<file path="src/rtl/mdu_pkg.sv">
// -----------------------------------------------------------------------------
// mdu_pkg
// Shared definitions for the iterative multiply/divide unit: operation
// encodings carried on MDUOp, the control FSM state encoding and the helper
// that sizes the iteration counter for a given operand width.
// -----------------------------------------------------------------------------
package mdu_pkg;

   // Operation select as presented on MDUOp
   typedef enum logic [1:0] {
      MDU_MULT  = 2'b00,
      MDU_MULTU = 2'b01,
      MDU_DIV   = 2'b10,
      MDU_DIVU  = 2'b11
   } mdu_op_e;

   // Control FSM states
   typedef enum logic [1:0] {
      IDLE = 2'b00,
      CALC = 2'b01,
      FIX  = 2'b10,
      DONE = 2'b11
   } mdu_state_e;

   // Default operand / HI / LO width
   localparam int MDU_DATA_WIDTH = 32;

   // Iteration counter width: wide enough to hold DATA_WIDTH itself
   function automatic int mdu_cnt_width(input int data_width);
      return $clog2(data_width + 1);
   endfunction

endpackage

</file>
<file path="src/rtl/mul_div_unit_if.sv">
// -----------------------------------------------------------------------------
// mul_div_unit_if
// Request/result bundle between the core control path and the MDU.
//   Start    request a new operation (taken only while Busy = 0)
//   MDUOp    00 MULT, 01 MULTU, 10 DIV, 11 DIVU
//   SrcA     multiplicand / dividend
//   SrcB     multiplier / divisor
//   Busy     operation in progress (PC stall)
//   Done     one-cycle pulse, HI/LO valid from this cycle
//   HI, LO   product high/low word, or remainder/quotient
//   DivZero  divide with SrcB = 0, held until the next accepted Start
// Modports: master = requester (core), slave = the MDU.
// -----------------------------------------------------------------------------
interface mul_div_unit_if #(
   parameter int DATA_WIDTH = 32
) ();

   logic                  Start;
   logic [1:0]            MDUOp;
   logic [DATA_WIDTH-1:0] SrcA;
   logic [DATA_WIDTH-1:0] SrcB;
   logic                  Busy;
   logic                  Done;
   logic [DATA_WIDTH-1:0] HI;
   logic [DATA_WIDTH-1:0] LO;
   logic                  DivZero;

   modport master (
      output Start, MDUOp, SrcA, SrcB,
      input  Busy, Done, HI, LO, DivZero
   );

   modport slave (
      input  Start, MDUOp, SrcA, SrcB,
      output Busy, Done, HI, LO, DivZero
   );

endinterface

</file>
<file path="src/rtl/mdu_shift_core.sv">
// -----------------------------------------------------------------------------
// mdu_shift_core
// One-bit-per-cycle datapath shared by multiply and divide. Works purely on
// unsigned magnitudes; sign handling lives in the parent.
//   clk, rst_n  clock, asynchronous active-low reset
//   load        initialise: acc_hi = 0, acc_lo = a_mag, divisor/multiplicand = b_mag
//   step        perform one iteration
//   div_mode    0: shift-add multiply, 1: restoring divide
//   a_mag       multiplier / dividend magnitude
//   b_mag       multiplicand / divisor magnitude
//   acc_hi      product high word / partial remainder
//   acc_lo      product low word  / quotient
// After DATA_WIDTH steps {acc_hi, acc_lo} holds a*b (multiply) or
// acc_hi = a % b, acc_lo = a / b (divide).
// Build option MDU_DIV_EN: when undefined the divide step is not built and the
// core simply stays idle during divide operations.
// -----------------------------------------------------------------------------
module mdu_shift_core #(
   parameter int DATA_WIDTH = 32
) (
   input  logic                  clk,
   input  logic                  rst_n,
   input  logic                  load,
   input  logic                  step,
   input  logic                  div_mode,
   input  logic [DATA_WIDTH-1:0] a_mag,
   input  logic [DATA_WIDTH-1:0] b_mag,
   output logic [DATA_WIDTH-1:0] acc_hi,
   output logic [DATA_WIDTH-1:0] acc_lo
);

   logic [DATA_WIDTH-1:0] hi_r;
   logic [DATA_WIDTH-1:0] lo_r;
   logic [DATA_WIDTH-1:0] b_r;
   logic [DATA_WIDTH:0]   mul_sum_s;
   logic [DATA_WIDTH-1:0] hi_nxt_s;
   logic [DATA_WIDTH-1:0] lo_nxt_s;
`ifdef MDU_DIV_EN
   logic [DATA_WIDTH:0]   div_shift_s;
   logic [DATA_WIDTH:0]   div_diff_s;
`endif

   // Next accumulator value for one multiply or divide iteration
   always_comb begin
      // Multiply: add the multiplicand when the current multiplier bit (LSB of
      // lo) is set, then shift the whole {carry, hi, lo} right by one.
      if (lo_r[0]) begin
         mul_sum_s = {1'b0, hi_r} + {1'b0, b_r};
      end else begin
         mul_sum_s = {1'b0, hi_r};
      end
`ifdef MDU_DIV_EN
      // Divide: shift the next dividend bit into the remainder and try the
      // subtraction; a set MSB on the difference means a borrow (restore).
      div_shift_s = {hi_r, lo_r[DATA_WIDTH-1]};
      div_diff_s  = div_shift_s - {1'b0, b_r};
      if (div_mode) begin
         if (div_diff_s[DATA_WIDTH]) begin
            hi_nxt_s = div_shift_s[DATA_WIDTH-1:0];
            lo_nxt_s = {lo_r[DATA_WIDTH-2:0], 1'b0};
         end else begin
            hi_nxt_s = div_diff_s[DATA_WIDTH-1:0];
            lo_nxt_s = {lo_r[DATA_WIDTH-2:0], 1'b1};
         end
      end else begin
         hi_nxt_s = mul_sum_s[DATA_WIDTH:1];
         lo_nxt_s = {mul_sum_s[0], lo_r[DATA_WIDTH-1:1]};
      end
`else
      hi_nxt_s = mul_sum_s[DATA_WIDTH:1];
      lo_nxt_s = {mul_sum_s[0], lo_r[DATA_WIDTH-1:1]};
`endif
   end

`ifdef MDU_DIV_EN
   // Accumulator registers: load on accept, advance on every iteration
   always_ff @(posedge clk or negedge rst_n) begin
      if (!rst_n) begin
         hi_r <= {DATA_WIDTH{1'b0}};
         lo_r <= {DATA_WIDTH{1'b0}};
         b_r  <= {DATA_WIDTH{1'b0}};
      end else if (load) begin
         hi_r <= {DATA_WIDTH{1'b0}};
         lo_r <= a_mag;
         b_r  <= b_mag;
      end else if (step) begin
         hi_r <= hi_nxt_s;
         lo_r <= lo_nxt_s;
      end
   end
`else
   // Accumulator registers: load on accept, advance only for multiplies
   always_ff @(posedge clk or negedge rst_n) begin
      if (!rst_n) begin
         hi_r <= {DATA_WIDTH{1'b0}};
         lo_r <= {DATA_WIDTH{1'b0}};
         b_r  <= {DATA_WIDTH{1'b0}};
      end else if (load) begin
         hi_r <= {DATA_WIDTH{1'b0}};
         lo_r <= a_mag;
         b_r  <= b_mag;
      end else if (step && !div_mode) begin
         hi_r <= hi_nxt_s;
         lo_r <= lo_nxt_s;
      end
   end
`endif

   assign acc_hi = hi_r;
   assign acc_lo = lo_r;

endmodule

</file>
<file path="src/rtl/mul_div_unit.sv">
// -----------------------------------------------------------------------------
// mul_div_unit
// Iterative MULT/MULTU/DIV/DIVU unit with HI/LO result registers.
//   clk     rising-edge clock
//   rst_n   asynchronous active-low reset (aborts any operation, no Done)
//   bus     mul_div_unit_if.slave: Start, MDUOp, SrcA, SrcB in;
//           Busy, Done, HI, LO, DivZero out
// Sequence: IDLE/DONE --Start--> CALC (DATA_WIDTH iterations) -> FIX -> DONE.
// Busy covers CALC and FIX, so a Start presented in the DONE cycle is taken
// and operations can run back to back every DATA_WIDTH+2 cycles. HI/LO change
// only on the FIX->DONE edge.
// Build option MDU_DIV_EN: defined = full divider; undefined = DIV/DIVU keep
// the same timing but return HI = 0, LO = 0, DivZero = 0.
// -----------------------------------------------------------------------------
module mul_div_unit
   import mdu_pkg::*;
#(
   parameter int DATA_WIDTH = MDU_DATA_WIDTH
) (
   input  logic          clk,
   input  logic          rst_n,
   mul_div_unit_if.slave bus
);

   localparam int              CNT_W     = mdu_cnt_width(DATA_WIDTH);
   localparam logic [CNT_W-1:0] LAST_ITER = CNT_W'(DATA_WIDTH - 1);

   // Two's-complement negate at operand width
   function automatic logic [DATA_WIDTH-1:0] neg_w(input logic [DATA_WIDTH-1:0] x);
      return {DATA_WIDTH{1'b0}} - x;
   endfunction

   mdu_state_e            state_r;
   logic [CNT_W-1:0]      cnt_r;
   mdu_op_e               op_r;
   logic                  neg_q_r;       // product / quotient must be negated
   logic                  busy_r;
   logic                  done_r;
   logic                  div_zero_r;
   logic [DATA_WIDTH-1:0] hi_r;
   logic [DATA_WIDTH-1:0] lo_r;
`ifdef MDU_DIV_EN
   logic                  neg_r_r;       // remainder must be negated (dividend < 0)
   logic                  b_zero_r;
   logic [DATA_WIDTH-1:0] a_raw_r;       // dividend as given, returned on divide by zero
`endif

   logic                  start_acc_s;
   logic                  start_signed_s;
   logic                  a_neg_s;
   logic                  b_neg_s;
   logic [DATA_WIDTH-1:0] a_mag_s;
   logic [DATA_WIDTH-1:0] b_mag_s;
   logic                  step_s;
   logic                  core_div_s;
   logic [DATA_WIDTH-1:0] core_hi_s;
   logic [DATA_WIDTH-1:0] core_lo_s;
   logic [2*DATA_WIDTH-1:0] prod_neg_s;
   logic [DATA_WIDTH-1:0] fix_hi_s;
   logic [DATA_WIDTH-1:0] fix_lo_s;
   logic                  fix_dz_s;

   // A request is taken only when the unit is not busy (IDLE or DONE)
   assign start_acc_s = bus.Start && !busy_r && ((state_r == IDLE) || (state_r == DONE));
   assign step_s      = (state_r == CALC);
   assign core_div_s  = (op_r == MDU_DIV) || (op_r == MDU_DIVU);

   // Operand magnitudes and sign flags for the request being presented
   always_comb begin
      start_signed_s = 1'b0;
      case (mdu_op_e'(bus.MDUOp))
         MDU_MULT, MDU_DIV:   start_signed_s = 1'b1;
         MDU_MULTU, MDU_DIVU: start_signed_s = 1'b0;
         default:             start_signed_s = 1'b0;
      endcase
      a_neg_s = start_signed_s & bus.SrcA[DATA_WIDTH-1];
      b_neg_s = start_signed_s & bus.SrcB[DATA_WIDTH-1];
      // -2^(W-1) negates to itself, which is the correct unsigned magnitude
      if (a_neg_s) begin
         a_mag_s = neg_w(bus.SrcA);
      end else begin
         a_mag_s = bus.SrcA;
      end
      if (b_neg_s) begin
         b_mag_s = neg_w(bus.SrcB);
      end else begin
         b_mag_s = bus.SrcB;
      end
   end

   mdu_shift_core #(
      .DATA_WIDTH (DATA_WIDTH)
   ) u_core (
      .clk      (clk),
      .rst_n    (rst_n),
      .load     (start_acc_s),
      .step     (step_s),
      .div_mode (core_div_s),
      .a_mag    (a_mag_s),
      .b_mag    (b_mag_s),
      .acc_hi   (core_hi_s),
      .acc_lo   (core_lo_s)
   );

   // Sign correction and divide-by-zero override applied in FIX
   always_comb begin
      prod_neg_s = {(2*DATA_WIDTH){1'b0}} - {core_hi_s, core_lo_s};
      fix_hi_s   = {DATA_WIDTH{1'b0}};
      fix_lo_s   = {DATA_WIDTH{1'b0}};
      fix_dz_s   = 1'b0;
      case (op_r)
         MDU_MULT, MDU_MULTU: begin
            // Full-width product: the sign applies to the 2W-bit value
            if (neg_q_r) begin
               {fix_hi_s, fix_lo_s} = prod_neg_s;
            end else begin
               {fix_hi_s, fix_lo_s} = {core_hi_s, core_lo_s};
            end
         end
         MDU_DIV, MDU_DIVU: begin
`ifdef MDU_DIV_EN
            if (b_zero_r) begin
               fix_hi_s = a_raw_r;
               fix_lo_s = {DATA_WIDTH{1'b1}};
               fix_dz_s = 1'b1;
            end else begin
               // Truncating division: remainder follows the dividend's sign
               if (neg_q_r) begin
                  fix_lo_s = neg_w(core_lo_s);
               end else begin
                  fix_lo_s = core_lo_s;
               end
               if (neg_r_r) begin
                  fix_hi_s = neg_w(core_hi_s);
               end else begin
                  fix_hi_s = core_hi_s;
               end
            end
`else
            fix_hi_s = {DATA_WIDTH{1'b0}};
            fix_lo_s = {DATA_WIDTH{1'b0}};
            fix_dz_s = 1'b0;
`endif
         end
         default: begin
            fix_hi_s = {DATA_WIDTH{1'b0}};
            fix_lo_s = {DATA_WIDTH{1'b0}};
            fix_dz_s = 1'b0;
         end
      endcase
   end

   // Control FSM with registered Busy/Done/DivZero and HI/LO result registers
   always_ff @(posedge clk or negedge rst_n) begin
      if (!rst_n) begin
         state_r    <= IDLE;
         cnt_r      <= {CNT_W{1'b0}};
         op_r       <= MDU_MULT;
         neg_q_r    <= 1'b0;
         busy_r     <= 1'b0;
         done_r     <= 1'b0;
         div_zero_r <= 1'b0;
         hi_r       <= {DATA_WIDTH{1'b0}};
         lo_r       <= {DATA_WIDTH{1'b0}};
`ifdef MDU_DIV_EN
         neg_r_r    <= 1'b0;
         b_zero_r   <= 1'b0;
         a_raw_r    <= {DATA_WIDTH{1'b0}};
`endif
      end else begin
         case (state_r)
            IDLE, DONE: begin
               done_r <= 1'b0;
               if (start_acc_s) begin
                  state_r    <= CALC;
                  busy_r     <= 1'b1;
                  div_zero_r <= 1'b0;
                  cnt_r      <= {CNT_W{1'b0}};
                  op_r       <= mdu_op_e'(bus.MDUOp);
                  neg_q_r    <= a_neg_s ^ b_neg_s;
`ifdef MDU_DIV_EN
                  neg_r_r    <= a_neg_s;
                  b_zero_r   <= (bus.SrcB == {DATA_WIDTH{1'b0}});
                  a_raw_r    <= bus.SrcA;
`endif
               end else begin
                  state_r <= IDLE;
               end
            end
            CALC: begin
               if (cnt_r == LAST_ITER) begin
                  cnt_r   <= {CNT_W{1'b0}};
                  state_r <= FIX;
               end else begin
                  cnt_r <= cnt_r + CNT_W'(1);
               end
            end
            FIX: begin
               state_r    <= DONE;
               busy_r     <= 1'b0;
               done_r     <= 1'b1;
               hi_r       <= fix_hi_s;
               lo_r       <= fix_lo_s;
               div_zero_r <= fix_dz_s;
            end
            default: begin
               state_r <= IDLE;
               busy_r  <= 1'b0;
               done_r  <= 1'b0;
               cnt_r   <= {CNT_W{1'b0}};
            end
         endcase
      end
   end

   assign bus.Busy    = busy_r;
   assign bus.Done    = done_r;
   assign bus.HI      = hi_r;
   assign bus.LO      = lo_r;
   assign bus.DivZero = div_zero_r;

endmodule

</file>
<file path="src/flat_wrapper.sv">
// flat-port wrapper written by rule: the top's interface ports become plain ports
module mul_div_unit_flat import mdu_pkg::*;
#(
   parameter int DATA_WIDTH = MDU_DATA_WIDTH
)
  (clk, rst_n, bus_Start, bus_MDUOp, bus_SrcA, bus_SrcB, bus_Busy, bus_Done, bus_HI, bus_LO, bus_DivZero);
  mul_div_unit_if #(.DATA_WIDTH(DATA_WIDTH)) bus_i ();
  input  logic clk;
  input  logic rst_n;
  input wire logic [$bits(bus_i.Start)-1:0] bus_Start;
  input wire logic [$bits(bus_i.MDUOp)-1:0] bus_MDUOp;
  input wire logic [$bits(bus_i.SrcA)-1:0] bus_SrcA;
  input wire logic [$bits(bus_i.SrcB)-1:0] bus_SrcB;
  output wire logic [$bits(bus_i.Busy)-1:0] bus_Busy;
  output wire logic [$bits(bus_i.Done)-1:0] bus_Done;
  output wire logic [$bits(bus_i.HI)-1:0] bus_HI;
  output wire logic [$bits(bus_i.LO)-1:0] bus_LO;
  output wire logic [$bits(bus_i.DivZero)-1:0] bus_DivZero;
  assign bus_i.Start = bus_Start;
  assign bus_i.MDUOp = bus_MDUOp;
  assign bus_i.SrcA = bus_SrcA;
  assign bus_i.SrcB = bus_SrcB;
  assign bus_Busy = bus_i.Busy;
  assign bus_Done = bus_i.Done;
  assign bus_HI = bus_i.HI;
  assign bus_LO = bus_i.LO;
  assign bus_DivZero = bus_i.DivZero;
  mul_div_unit #(.DATA_WIDTH(DATA_WIDTH)) u_core (.clk(clk), .rst_n(rst_n), .bus(bus_i));
endmodule
</file>
<file path="config.mk">
export PLATFORM = sky130hd
export DESIGN_NAME = mul_div_unit_flat
export DESIGN_NICKNAME = d
export VERILOG_FILES = /design/src/rtl/mdu_pkg.sv /design/src/rtl/mul_div_unit_if.sv /design/src/rtl/mdu_shift_core.sv /design/src/rtl/mul_div_unit.sv /design/src/flat_wrapper.sv
export SDC_FILE = /design/constraint.sdc
export NUM_CORES = 1
export LEC_CHECK = 0
export CAP_MARGIN = 20
export CORE_MARGIN = 1
export CORE_UTILIZATION = 40
export DETAILED_ROUTE_END_ITERATION = 10
export GPL_TIMING_DRIVEN = 0
export HOLD_SLACK_MARGIN = 0.06
export MAX_ROUTING_LAYER = met4
export PLACE_DENSITY = 0.61
export SLEW_MARGIN = 20
export SYNTH_ARGS = -nofsm -noshare
export SYNTH_HDL_FRONTEND = slang
export SYNTH_SLANG_ARGS = --single-unit
</file>
<file path="constraint.sdc">
create_clock -name clk -period 3.4 [get_ports clk]
set_input_delay 0.51 -clock clk [delete_from_list [all_inputs] [get_ports clk]]
set_output_delay 0.51 -clock clk [all_outputs]
set_load 0.01 [all_outputs]
</file>
; ---- After elaboration in Yosys (flattened, before gate mapping)
; Cells that the tools add are included.
[totals]
word_cells = 76
output_inout_bits = 67
register_bits = 174
input_bits = 69
[classes]
bitwise = 3
eq_ne = 12
reduce_logical = 21
n_mux = 23
n_addsub = 5
[ops]
columns = operator, n
row1 = 32-bit two-way mux, 8
row2 = 32-bit case mux with 2 select lines, 2
row3 = 1-bit by 32-bit subtractor with 32-bit output (first input constant), 2
row4 = 1-bit by 64-bit subtractor with 64-bit output (first input constant), 1
row5 = 32-bit by 32-bit adder with 33-bit output, 1
row6 = 33-bit two-way mux, 1
row7 = 2-bit == test (second input constant), 6
row8 = 6-bit two-way mux, 2
row9 = 6-bit case mux with 2 select lines, 1
row10 = 2-bit OR reduction, 5
row11 = 1-bit case mux with 2 select lines, 4
row12 = 6-bit by 1-bit adder with 6-bit output (second input constant), 1
row13 = 2-bit by 1-bit == test with 1-bit output (second input constant), 3
row14 = 6-bit by 5-bit == test with 1-bit output (second input constant), 1
row15 = 2-bit zero test, 3
row16 = 2-bit case mux with 3 select lines, 1
row17 = 2-bit AND reduction, 3
row18 = 2-bit nonzero test, 3
row19 = 2-bit by 1-bit inequality test with 1-bit output (second input constant), 2
row20 = 1-bit logical AND, 3
row21 = 1-bit two-way mux, 3
row22 = 1-bit bitwise AND, 2
row23 = 1-bit zero test, 2
row24 = 1-bit logical OR, 2
row25 = other kinds (2), 2

; ---- Logic depth before layout (Yosys ltp)
; Gate-level depths: netlist of run 1.
[depth]
ltp_word = 6
mapped_depth = 11
depth_no_buf = 10

; ---- Hierarchy
; From an unflattened synthesis of run 1, not the netlist that was laid out.
[hier_totals]
hier_cells = 1251
hier_area_um2 = 11579.9
[by_module_without_submodules]
columns = module, seq_area_each_um2, cells_each, area_each_um2, instances
row1 = mdu_shift_core, 2402.3, 621, 5920.7, 1
row2 = mul_div_unit, 1901.8, 630, 5659.2, 1

; ---- Worst setup path after synthesis of run 1
; No wires, ideal clock.
[synth_timing]
path_kind = flip-flop to flip-flop
start = register u_core.u_core.lo_r[0] (netlist: u_core.u_core.acc_lo[0])
end = register u_core.hi_r[2] (netlist: u_core.bus.HI[2])
path_buffers = 2
stages_incl_launch_ff = 11
path_slack_ns = 0.478
required_ns = 3.304
t_arrival_ns = 2.827
setup_ns = 0.096
synth_period_minus_slack_ns = 2.922
path_cell_list = dfrtp_1 -> inv_1 -> clkbuf_1 -> ha_1 -> nand2b_1 -> or4_1 -> clkbuf_1 -> or4_1 -> o41ai_1 -> xor2_1 -> o31ai_1
[synth_via]
elab_chain_len = 3
[synth_lines]
columns = item, line
row1 = from (decl), mdu_shift_core.sv:33  ; logic [DATA_WIDTH-1:0] lo_r;
row2 = from (signal assigned), mdu_shift_core.sv:96  ; lo_r <= {DATA_WIDTH{1'b0}};
row3 = from (signal assigned), mdu_shift_core.sv:100  ; lo_r <= a_mag;
row4 = from (signal assigned), mdu_shift_core.sv:104  ; lo_r <= lo_nxt_s;
row5 = 1-bit by 64-bit subtractor with 64-bit output, mul_div_unit.sv:107  ; prod_neg_s = {(2*DATA_WIDTH){1'b0}} - {core_hi_s, core_lo_s};
row6 = 32-bit two-way mux, mul_div_unit.sv:114  ; if (neg_q_r) begin
row7 = 32-bit case mux with 2 select lines, mul_div_unit.sv:111  ; case (op_r)
row8 = to (signal assigned), mul_div_unit.sv:163  ; hi_r <= {DATA_WIDTH{1'b0}};
row9 = to (signal assigned), mul_div_unit.sv:202  ; hi_r <= fix_hi_s;
row10 = to (decl), mul_div_unit.sv:40  ; logic [DATA_WIDTH-1:0] hi_r;
; Every way passes these cells.
; A chain may end at the register's enable or synchronous reset.

; ---- Final worst setup path of run 1
[layout_timing]
start = register u_core.u_core.lo_r[0] (netlist: u_core.u_core.acc_lo[0])
end = register u_core.lo_r[22] (netlist: u_core.bus.LO[22])
[layout_via]
elab_chain_len = 3
[layout_lines]
columns = item, line
row1 = 1-bit by 64-bit subtractor with 64-bit output, mul_div_unit.sv:107
row2 = 32-bit two-way mux, mul_div_unit.sv:114
row3 = 32-bit case mux with 2 select lines, mul_div_unit.sv:111
row4 = to (signal assigned), mul_div_unit.sv:164  ; lo_r <= {DATA_WIDTH{1'b0}};
row5 = to (signal assigned), mul_div_unit.sv:203  ; lo_r <= fix_lo_s;
row6 = to (decl), mul_div_unit.sv:41  ; logic [DATA_WIDTH-1:0] lo_r;
; Every way passes these cells.

==> flow_summary_export.csv, run 1 <==
group,metric,value,unit
status,status,"complete, no violations",
power,p_switching,6500,uW
final_layout,layout_common_cells,"nand2_1, dfrtp_1, clkdlybuf4s50_1, a21oi_1, o21ai_0",
route,vias,10700,
floorplan,chipWidth,171,um
global_routing,antenna_found_initial,0,
power,switching_share,0.472,
cts,cts_buffers,17,
timing,fmax,0.310,GHz
route,final_antenna_net_count,0,
cts,cts_tree,"yes",
final_layout,register_area,4300,um2
floorplan,start_util,0.410,
logic_synthesis,ys_types,72,
final_layout,diodes,0,
timing,setup_viol,0,
global_routing,overflow,0,
logic_synthesis,ys.flop_type,"dfrtp_1",
route,drt_iter0_markers,782,
route,routed_via_density,5.67,
final_layout,utilization,0.499,
critical_path,endpoint_kind,"flip-flop",
power,seq_power_share,0.303,
power,p_clk_frac,0.149,
critical_path,cp-start-kind,"flip-flop",
global_routing,grt_use_total,0.265,
cts,postCtsSetupBuffers,0,
final_layout,n_fill_cell,2715,
floorplan,die_h,171,um
timing,skew,0.0136,ns
global_routing,grt_pass1_wl,57.5,mm
critical_path,crit_path_max_fanout,10,
power,power_density,985,nW/um2
timing,finalCritPeriodShare,0.950,
floorplan,pin_count,136,
timing,tightest_slew,0.861,ns
route,drtPass1Iterations,5,
logic_synthesis,syn_area,11500,um2
final_layout,nNetsFinal,1599,
cts,clk_latency,0.44,ns
power,vdd_drop_max,0.000388,V
cts,cts-root-buf,"clkbuf_16",
floorplan,rows,61,
timing,drv_slew,0,
power,combPwrFrac,0.548,
timing,max_slew_margin,0.426,
cts,clockBufferDepth,2,
final_layout,drive_gt1_frac,0.0446,
route,routed_wl,37.0,mm
cts,clock-sinks,172,
route,routedWlPerCell,19.7,um
timing,rsz0062_at_grt,"false",
placed_design,hpwl,29.3,mm
critical_path,crit_slowest_cell,"or4_4",
floorplan,die_area,29400,um2
job,maxCapViolCount,0,
critical_path,crit_family,"simple AND/OR/NAND/NOR gates",
timing,fin_crit,3.23,ns
final_layout,area_growth,21.8,%
cts,clk_pin_slew,0.07,ns
logic_synthesis,yosysWarnings,0,
placed_design,io_buffers,134,
placed_design,place_congestion,0.987,
floorplan,core_area,28000,um2
critical_path,cp_num_buf_inv,2,
logic_synthesis,async_flop_share,1.00,
cts,cts.htree.levels,4,
logic_synthesis,synth_seq_cells,172,
logic_synthesis,synth.avg_cell_area,8.58,um2
final_layout,multi_input_area,6810,um2
logic_synthesis,seq_area_frac_synth,0.375,
power,p_leak,0.00572,uW
power,p_int,7270,uW
logic_synthesis,synth_edf_count,0,
critical_path,arrival,3.54,ns
critical_path,crit_type,"flip-flop to flip-flop",
min_path,min_path_type,"primary input to asynchronous set/reset pin",
route,drc,0,
placed_design,dp_cells,1850,
global_routing,grt_pass1_vias,9899,
timing,hold_viol,0,
final_layout,layout_commonest_cell,"nand2_1",
logic_synthesis,syn-num-nets,1446,
power,finalPower,13800,uW
logic_synthesis,postSynthCellCount,1337,
critical_path,required,3.71,ns
critical_path,path_cells,"inv_1 > clkbuf_8 > ha_1 > nand2b_1 > or4_4 > or2_1 > or3_1 > o41ai_1 > xor2_1 > o2bb2ai_1",
critical_path,critPathMaxStageDelay,0.63,ns
final_layout,final_cell_count_no_fill,1881,
global_routing,grt_max_degree,92,
-- metrics by stage --
stage               worst slack, ns  area, um2  setup TNS [ns]  hold slack [ns]
floorplan                     0.478      11500               0            0.214
global placement              -5.30      13300         -908.87            0.473
detailed placement           -0.606      13300           -2.96            0.469
CTS                        -0.00917      14000        -0.00917           0.0689
global route                0.00441      14000               0            0.101
finish                        0.170      14000               0           0.0325
-- metal layers --
metal | GRT usage | vias to the layer above | wire length (um)
met5 | - | - | 0
met4 | 0.0672 | 0 | 647
met3 | 0.0370 | 36 | 2150
met2 | 0.410 | 360 | 16800
met1 | 0.364 | 5058 | 17300
li1 | - | 5203 | -
-- synthesized netlist by cell type, types with 3 or more instances --
master	instances	area, um2
a211oi_1	15	113
a21o_1	15	113
a21oi_1	100	500
a22o_1	30	263
a311oi_1	3	26.3
a31oi_1	29	181
and3_1	20	125
buf_1	7	26.3
clkbuf_1	67	251
dfrtp_1	172	4300
ha_1	39	488
inv_1	27	101
mux2i_1	12	120
nand2_1	192	721
nand2b_1	11	68.8
nand3_1	17	85.1
nand3b_1	3	22.5
nand4_1	11	68.8
nand4b_1	3	26.3
nor2_1	79	297
nor2b_1	5	31.3
nor3_1	25	125
nor4_1	14	87.6
o211ai_1	8	60.1
o21a_1	7	52.6
o21ai_0	95	475
o21ai_1	9	45.0
o21bai_1	3	22.5
o22ai_1	11	68.8
o2bb2ai_1	21	184
o31a_1	3	26.3
o31ai_1	34	255
o41ai_1	14	123
or2_2	8	50.1
or3_1	24	150
or3_4	3	33.8
or4_1	21	158
xnor2_1	73	639
xor2_1	68	596
-- timing repair --
action | 4_1_cts | 5_1_grt
endpoints found under the setup margin | 16 | 11
hold buffers | 0 | 0
gates resized for setup | 7 | 5
-- registers in the layout (all words and copies together) (netlist names) --
| signal | cells |
|---|---|
| u_core.bus.HI | 32 |
| u_core.bus.LO | 32 |
| u_core.u_core.acc_hi | 32 |
| u_core.u_core.acc_lo | 32 |
| u_core.u_core.b_r | 32 |
| u_core.cnt_r | 6 |
| u_core.state_r | 2 |
| u_core.bus.Busy | 1 |
| u_core.bus.Done | 1 |
| u_core.neg_q_r | 1 |
| u_core.op_r | 1 |
-- final timing paths --
check                                   startpoint                    to  slack, ns  depth (start not counted)
setup / recovery           u_core.u_core.acc_lo[0]     u_core.bus.LO[22]       0.17                         10
hold / removal                               rst_n     u_core.bus.LO[11]       0.03                          1
setup reg to reg           u_core.u_core.acc_lo[0]     u_core.bus.LO[22]       0.17                         10
hold reg to reg                  u_core.bus.HI[17]     u_core.bus.HI[17]       0.48                          1
max in group asynchronous                    rst_n  u_core.u_core.b_r[9]       2.49                          2
min in group clk                 u_core.bus.HI[17]     u_core.bus.HI[17]       0.48                          1
-- layout make-up --
class / count / area share
Multi-Input combinational cell: 1060 / 0.487
Clock inverter: 15 / 0.0124
Clock buffer: 17 / 0.0304
Inverter: 27 / 0.00725
Buffer: 77 / 0.0224
Sequential cell: 172 / 0.308
Timing Repair Buffer: 135 / 0.0983
Tap cell: 378 / 0.0338
-- power groups by stage --
stage | logic [uW] | registers, uW | clock network, uW
finish | 7550 | 4170 | 2050
global route | 8370 | 4290 | 2140
CTS | 7510 | 4130 | 2060
detailed placement | 7450 | 4170 | 0
global placement | 7370 | 4160 | 0
floorplan | 5000 | 3850 | 0
-- cells by family (layout without fill, tap and decap cells) --
family          after synthesis  in the layout  share of synthesized area
simple gates                448            448                      0.188
compound gates              417            417                      0.237
flops                       172            172                      0.375
xor+xnor                    141            141                      0.108
buf+inv                     105            271                     0.0356
fa+ha+maj                    40             40                     0.0443
mux                          13             13                     0.0115
other cells                   1              1                   0.000327
Note: power is estimated with default switching activity, not from simulation.
==> run 2: changes to the inputs <==
MAX_ROUTING_LAYER = default   (was met4)
==> run 2 against run 1 <==
  * Critical path type unchanged
  * Wire length grew 0.20%
  * First-iteration DRC count grew 2.8%
  * Largest power group unchanged
  * Largest cell class unchanged
  * Clock power is essentially flat
  * Critical path depth grew 1
  * Sequential power is essentially flat
  * Global-route usage shrank 0.76 points
  * Register-to-register slack lost 0.04 ns
  * Clock-buffer cell count is the same
  * Design area shrank 0.12%
==> flow_summary_export.csv, run 2 (synthesized netlist as in run 1, its figures left out) <==
group,metric,value,unit
status,status,"complete, no violations",
power,vdd_drop_max,0.000403,V
critical_path,crit_type,"flip-flop to flip-flop",
power,power_density,984,nW/um2
timing,fin_crit,3.27,ns
timing,setup_viol,0,
floorplan,chipWidth,171,um
timing,max_slew_margin,0.451,
floorplan,die_h,171,um
placed_design,hpwl,29.3,mm
timing,rsz0062_at_grt,"true",
final_layout,diodes,0,
global_routing,grt_pass1_vias,10100,
final_layout,nNetsFinal,1600,
critical_path,cp-start-kind,"flip-flop",
global_routing,grt_use_total,0.257,
critical_path,crit_path_max_fanout,10,
floorplan,pin_count,136,
route,drtPass1Iterations,5,
route,drt_iter0_markers,804,
power,p_switching,6530,uW
min_path,min_path_type,"primary input to asynchronous set/reset pin",
timing,finalCritPeriodShare,0.962,
timing,skew,0.0123,ns
cts,clk_latency,0.44,ns
route,vias,10700,
final_layout,drive_gt1_frac,0.0445,
floorplan,die_area,29400,um2
power,combPwrFrac,0.548,
final_layout,layout_commonest_cell,"nand2_1",
placed_design,dp_cells,1850,
timing,setup_slack,0.130,ns
job,maxCapViolCount,0,
route,routedWlPerCell,19.7,um
critical_path,endpoint_kind,"flip-flop",
final_layout,n_fill_cell,2750,
cts,clockBufferDepth,2,
cts,postCtsSetupBuffers,0,
power,p_clk_frac,0.147,
critical_path,required,3.72,ns
cts,cts.htree.levels,4,
cts,clk_pin_slew,0.07,ns
final_layout,layout_common_cells,"nand2_1, dfrtp_1, clkdlybuf4s50_1, a21oi_1, o21ai_0",
global_routing,antenna_found_initial,0,
floorplan,rows,61,
cts,cts_tree,"yes",
timing,fmax,0.306,GHz
route,routed_wl,37.0,mm
cts,cts_buffers,17,
power,seq_power_share,0.305,
timing,hold_viol,0,
final_layout,final_cell_count_no_fill,1882,
global_routing,grt_pass1_wl,57.7,mm
placed_design,place_congestion,0.959,
timing,tightest_slew,0.824,ns
critical_path,arrival,3.59,ns
floorplan,start_util,0.410,
cts,postCtsHoldBufs,0,
power,p_int,7210,uW
cts,cts-root-buf,"clkbuf_16",
power,switching_share,0.475,
timing,drv_slew,0,
global_routing,grt_max_degree,93,
power,p_leak,0.00570,uW
global_routing,overflow,0,
cts,clock-sinks,172,
final_layout,area_growth,21.7,%
route,final_antenna_net_count,0,
placed_design,pre_cts_ws,-0.329,ns
floorplan,core_area,28000,um2
placed_design,io_buffers,134,
route,routed_via_density,5.70,
route,drc,0,
-- run 2: changes by cell type in the layout (fill, tap and decap cells not counted) --
cell / delta
clkinv_8: +2
nor4_4: -2
or4_1: +1
bufinv_16: -1
nor4_2: +2
clkinvlp_4: -1
or4_4: -1
inv_2: +1
inv_6: -2
clkinv_2: -1
inv_8: +1
clkbuf_1: +1
inv_1: -1
clkinv_4: +2
-- run 2: critical path: stages (launching register included) --
cell and delay (ns):
dfrtp_1 0.43, inv_2 0.15, clkbuf_8 0.20, ha_1 0.17, nand2b_1 0.12, or4_1 0.51, clkbuf_1 0.23, or2_1 0.32
or3_1 0.36, o41ai_1 0.31, xor2_1 0.25, o2bb2ai_1 0.08
-- run 2: through the flow --
stage | total power [uW] | hold WS [ns] | area [um2] | util | setup TNS (ns)
after global routing | 14800 | 0.0728 | 14000 | 0.498 | -0.00470
final | 13700 | 0.0295 | 14000 | 0.498 | 0
after detailed placement | 11600 | 0.474 | 13300 | 0.475 | -1.81
after floorplan | 8850 | 0.214 | 11500 | - | 0
after CTS | 13700 | 0.0626 | 13900 | 0.498 | 0
after global placement | 11500 | 0.469 | 13300 | 0.474 | -913.51
-- run 2: layer usage --
metal,up-vias,wire length [um],part of all wire,GRT usage
met5,-,0,0,0
met4,0,516,0.014,0.0598
met3,32,1750,0.047,0.0311
li1,5194,-,-,-
met2,315,17000,0.46,0.414
met1,5182,17800,0.48,0.367
-- run 2: what timing repair did --
| action | CTS | global route |
|---|---|---|
| pin swaps | 0 | 0 |
| resized for setup | 5 | 5 |
| endpoints found under the setup margin | 12 | 8 |
-- run 2: final cells by class --
class / instances / area, um2 / area share
sequential: 172 / 4300 / 0.308
clock buffer: 17 / 425 / 0.0305
tap: 378 / 473 / 0.0339
inverter: 27 / 101 / 0.00726
timing repair buffer: 135 / 1370 / 0.0984
multi-input combinational: 1060 / 6790 / 0.486
buffer: 78 / 317 / 0.0227
clock inverter: 15 / 175 / 0.0125
-- run 2: worst paths after layout --
kind	start	endpoint	slack (ns)	cells past startpoint
min	rst_n	u_core.bus.LO[11]	0.03	1
max reg2reg	u_core.u_core.acc_lo[0]	u_core.bus.LO[22]	0.13	11
max	u_core.u_core.acc_lo[0]	u_core.bus.LO[22]	0.13	11
min in group clk	u_core.bus.LO[18]	u_core.bus.LO[18]	0.49	1
max in group asynchronous	rst_n	u_core.u_core.b_r[13]	2.47	2
min reg2reg	u_core.bus.LO[18]	u_core.bus.LO[18]	0.49	1
-- run 2: power groups by stage --
stage	clock, uW	combinational (uW)	sequential (uW)
after floorplan	0	5000	3850
after global placement	0	7360	4160
after detailed placement	0	7450	4180
after CTS	2040	7510	4140
after global routing	2130	8350	4290
final	2020	7530	4180
==> run 3: changes to the inputs <==
PLACE_DENSITY = 0.65   (was 0.61)
==> run 3 against run 2 <==
  * First-iteration DRC count grew 4.1%
  * Via count grew 0.72%
  * Sequential power about the same
  * Critical endpoint is now u_core.bus.HI[31]
  * Clock skew up 0.0033 ns
  * Largest power group unchanged
  * Fmax increased by 0.77%
  * Sequential share of layout area about the same
  * Final cell count did not move
  * Non-clock buffer count is the same
  * Critical path depth shrank 3
  * Critical path type unchanged
  * Worst setup slack improved by 0.025 ns
==> flow_summary_export.csv, run 3 (synthesized netlist as in run 1, its figures left out) <==
group,metric,value,unit
critical_path,cp_num_buf_inv,1,
route,vias,10800,
global_routing,overflow,0,
timing,tightest_slew,0.834,ns
critical_path,path_cells,"or3_4 > or4_1 > buf_2 > nor3_1 > nand3_1 > o41ai_1 > xnor2_1 > a22o_1",
timing,setup_slack,0.155,ns
floorplan,chipWidth,171,um
critical_path,arrival,3.58,ns
timing,rsz0062_at_grt,"false",
route,routed_via_density,5.74,
cts,clockBufferDepth,2,
critical_path,regToRegSetupSlack,0.16,ns
power,p_leak,0.00571,uW
critical_path,crit_family,"simple AND/OR/NAND/NOR gates",
final_layout,drive_gt1_frac,0.0439,
route,routed_wl,36.1,mm
critical_path,crit_path_max_fanout,10,
floorplan,start_util,0.410,
route,drc,0,
route,routedWlPerCell,19.2,um
critical_path,crit_type,"flip-flop to flip-flop",
global_routing,grt_pass1_wl,57.1,mm
cts,clock-sinks,172,
final_layout,area_growth,21.5,%
global_routing,grt_use_total,0.255,
critical_path,required,3.74,ns
critical_path,cp-start-kind,"flip-flop",
timing,fmax,0.308,GHz
cts,cts.htree.levels,4,
timing,max_slew_margin,0.444,
final_layout,nNetsFinal,1600,
placed_design,io_buffers,134,
global_routing,antenna_found_initial,0,
global_routing,grt_pass1_vias,10200,
floorplan,rows,61,
timing,hold_viol,0,
critical_path,endpoint_kind,"flip-flop",
power,power_density,976,nW/um2
route,drtPass1Iterations,5,
final_layout,layout_common_cells,"nand2_1, dfrtp_1, clkdlybuf4s50_1, a21oi_1, o21ai_0",
critical_path,crit_slowest_cell,"dfrtp_1",
final_layout,diodes,0,
placed_design,hpwl,28.7,mm
timing,tns,0,ns
power,vdd_drop_max,0.000380,V
final_layout,layout_commonest_cell,"nand2_1",
job,maxCapViolCount,0,
cts,cts_tree,"yes",
route,drt_iter0_markers,837,
placed_design,place_congestion,0.917,
placed_design,pre_cts_ws,-0.351,ns
timing,skew,0.0155,ns
cts,cts-root-buf,"clkbuf_16",
timing,finalCritPeriodShare,0.954,
floorplan,die_h,171,um
timing,fin_crit,3.24,ns
cts,postCtsSetupBuffers,0,
critical_path,critPathMaxStageDelay,0.50,ns
cts,clk_latency,0.45,ns
cts,cts_buffers,17,
floorplan,pin_count,136,
floorplan,core_area,28000,um2
status,status,"complete, no violations",
final_layout,utilization,0.498,
timing,setup_viol,0,
global_routing,grt_max_degree,96,
route,final_antenna_net_count,0,
floorplan,die_area,29400,um2
cts,clk_pin_slew,0.07,ns
min_path,min_path_type,"flip-flop to flip-flop",
timing,whs,0.485,ns
timing,drv_slew,0,
-- run 3: changes by cell type in the layout (fill, tap and decap cells not counted), sizes merged --
cell	previous run	this run
clkbuf	85	83
inv	35	34
buf	12	13
dlygate4sd3	0	1
bufinv	1	0
clkinv	4	6
-- run 3: per-stage QoR --
step | total power, uW | cells | instance area, um2
after floorplan | 8850 | 1337 | 11500
after global placement | 11500 | 1849 | 13300
after detailed placement | 11600 | 1850 | 13300
after CTS | 13600 | 1883 | 13900
after global routing | 14700 | 1882 | 13900
final | 13600 | 1882 | 13900
-- run 3: worst register-to-register path, stage by stage, from the launching register on --
cell     delay (ns)
dfrtp_1        0.50
or3_4          0.46
or4_1          0.49
buf_2          0.21
nor3_1         0.40
nand3_1        0.32
o41ai_1        0.39
xnor2_1        0.15
a22o_1         0.21
-- run 3: cell type report --
type	count	area, um2
fillers	2690	14100
multi-input cells	1060	6800
flip-flops and latches	172	4300
repair buffers	136	1380
well taps	378	473
clock buffers	17	425
plain buffers	77	307
clock inverters	15	151
inverters	27	101
-- run 3: what timing repair did --
| item | CTS | global route |
|---|---|---|
| hold buffers | 1 | 0 |
| endpoints found under the hold margin | 18 | 0 |
| endpoints found under the setup margin | 11 | 10 |
| gates resized for setup | 5 | 5 |
| pin swaps | 0 | 1 |
-- run 3: metal layers --
layer / track usage / up-vias / routed length (um)
li1: - / 5213 / -
met2: 0.395 / 383 / 16000
met4: 0.0912 / 0 / 955
met1: 0.365 / 5153 / 17100
met5: 0 / - / 0
met3: 0.0306 / 51 / 2080
-- run 3: report_power, final --
part	total, uW	switching [uW]	internal (uW)
registers	4160	1190	2970
logic	7510	4340	3170
clock network	1940	958	978
total	13600	6480	7130
-- run 3: worst paths after layout --
| kind | from | to | cells after the start |
|---|---|---|---|
| min reg2reg | u_core.bus.HI[1] | u_core.bus.HI[1] | 2 |
| max | u_core.u_core.acc_lo[4] | u_core.bus.HI[31] | 8 |
| max reg2reg | u_core.u_core.acc_lo[4] | u_core.bus.HI[31] | 8 |
| max in group asynchronous | rst_n | u_core.u_core.b_r[13] | 3 |
| min in group asynchronous | rst_n | u_core.bus.LO[11] | 2 |
| min | u_core.bus.HI[1] | u_core.bus.HI[1] | 2 |
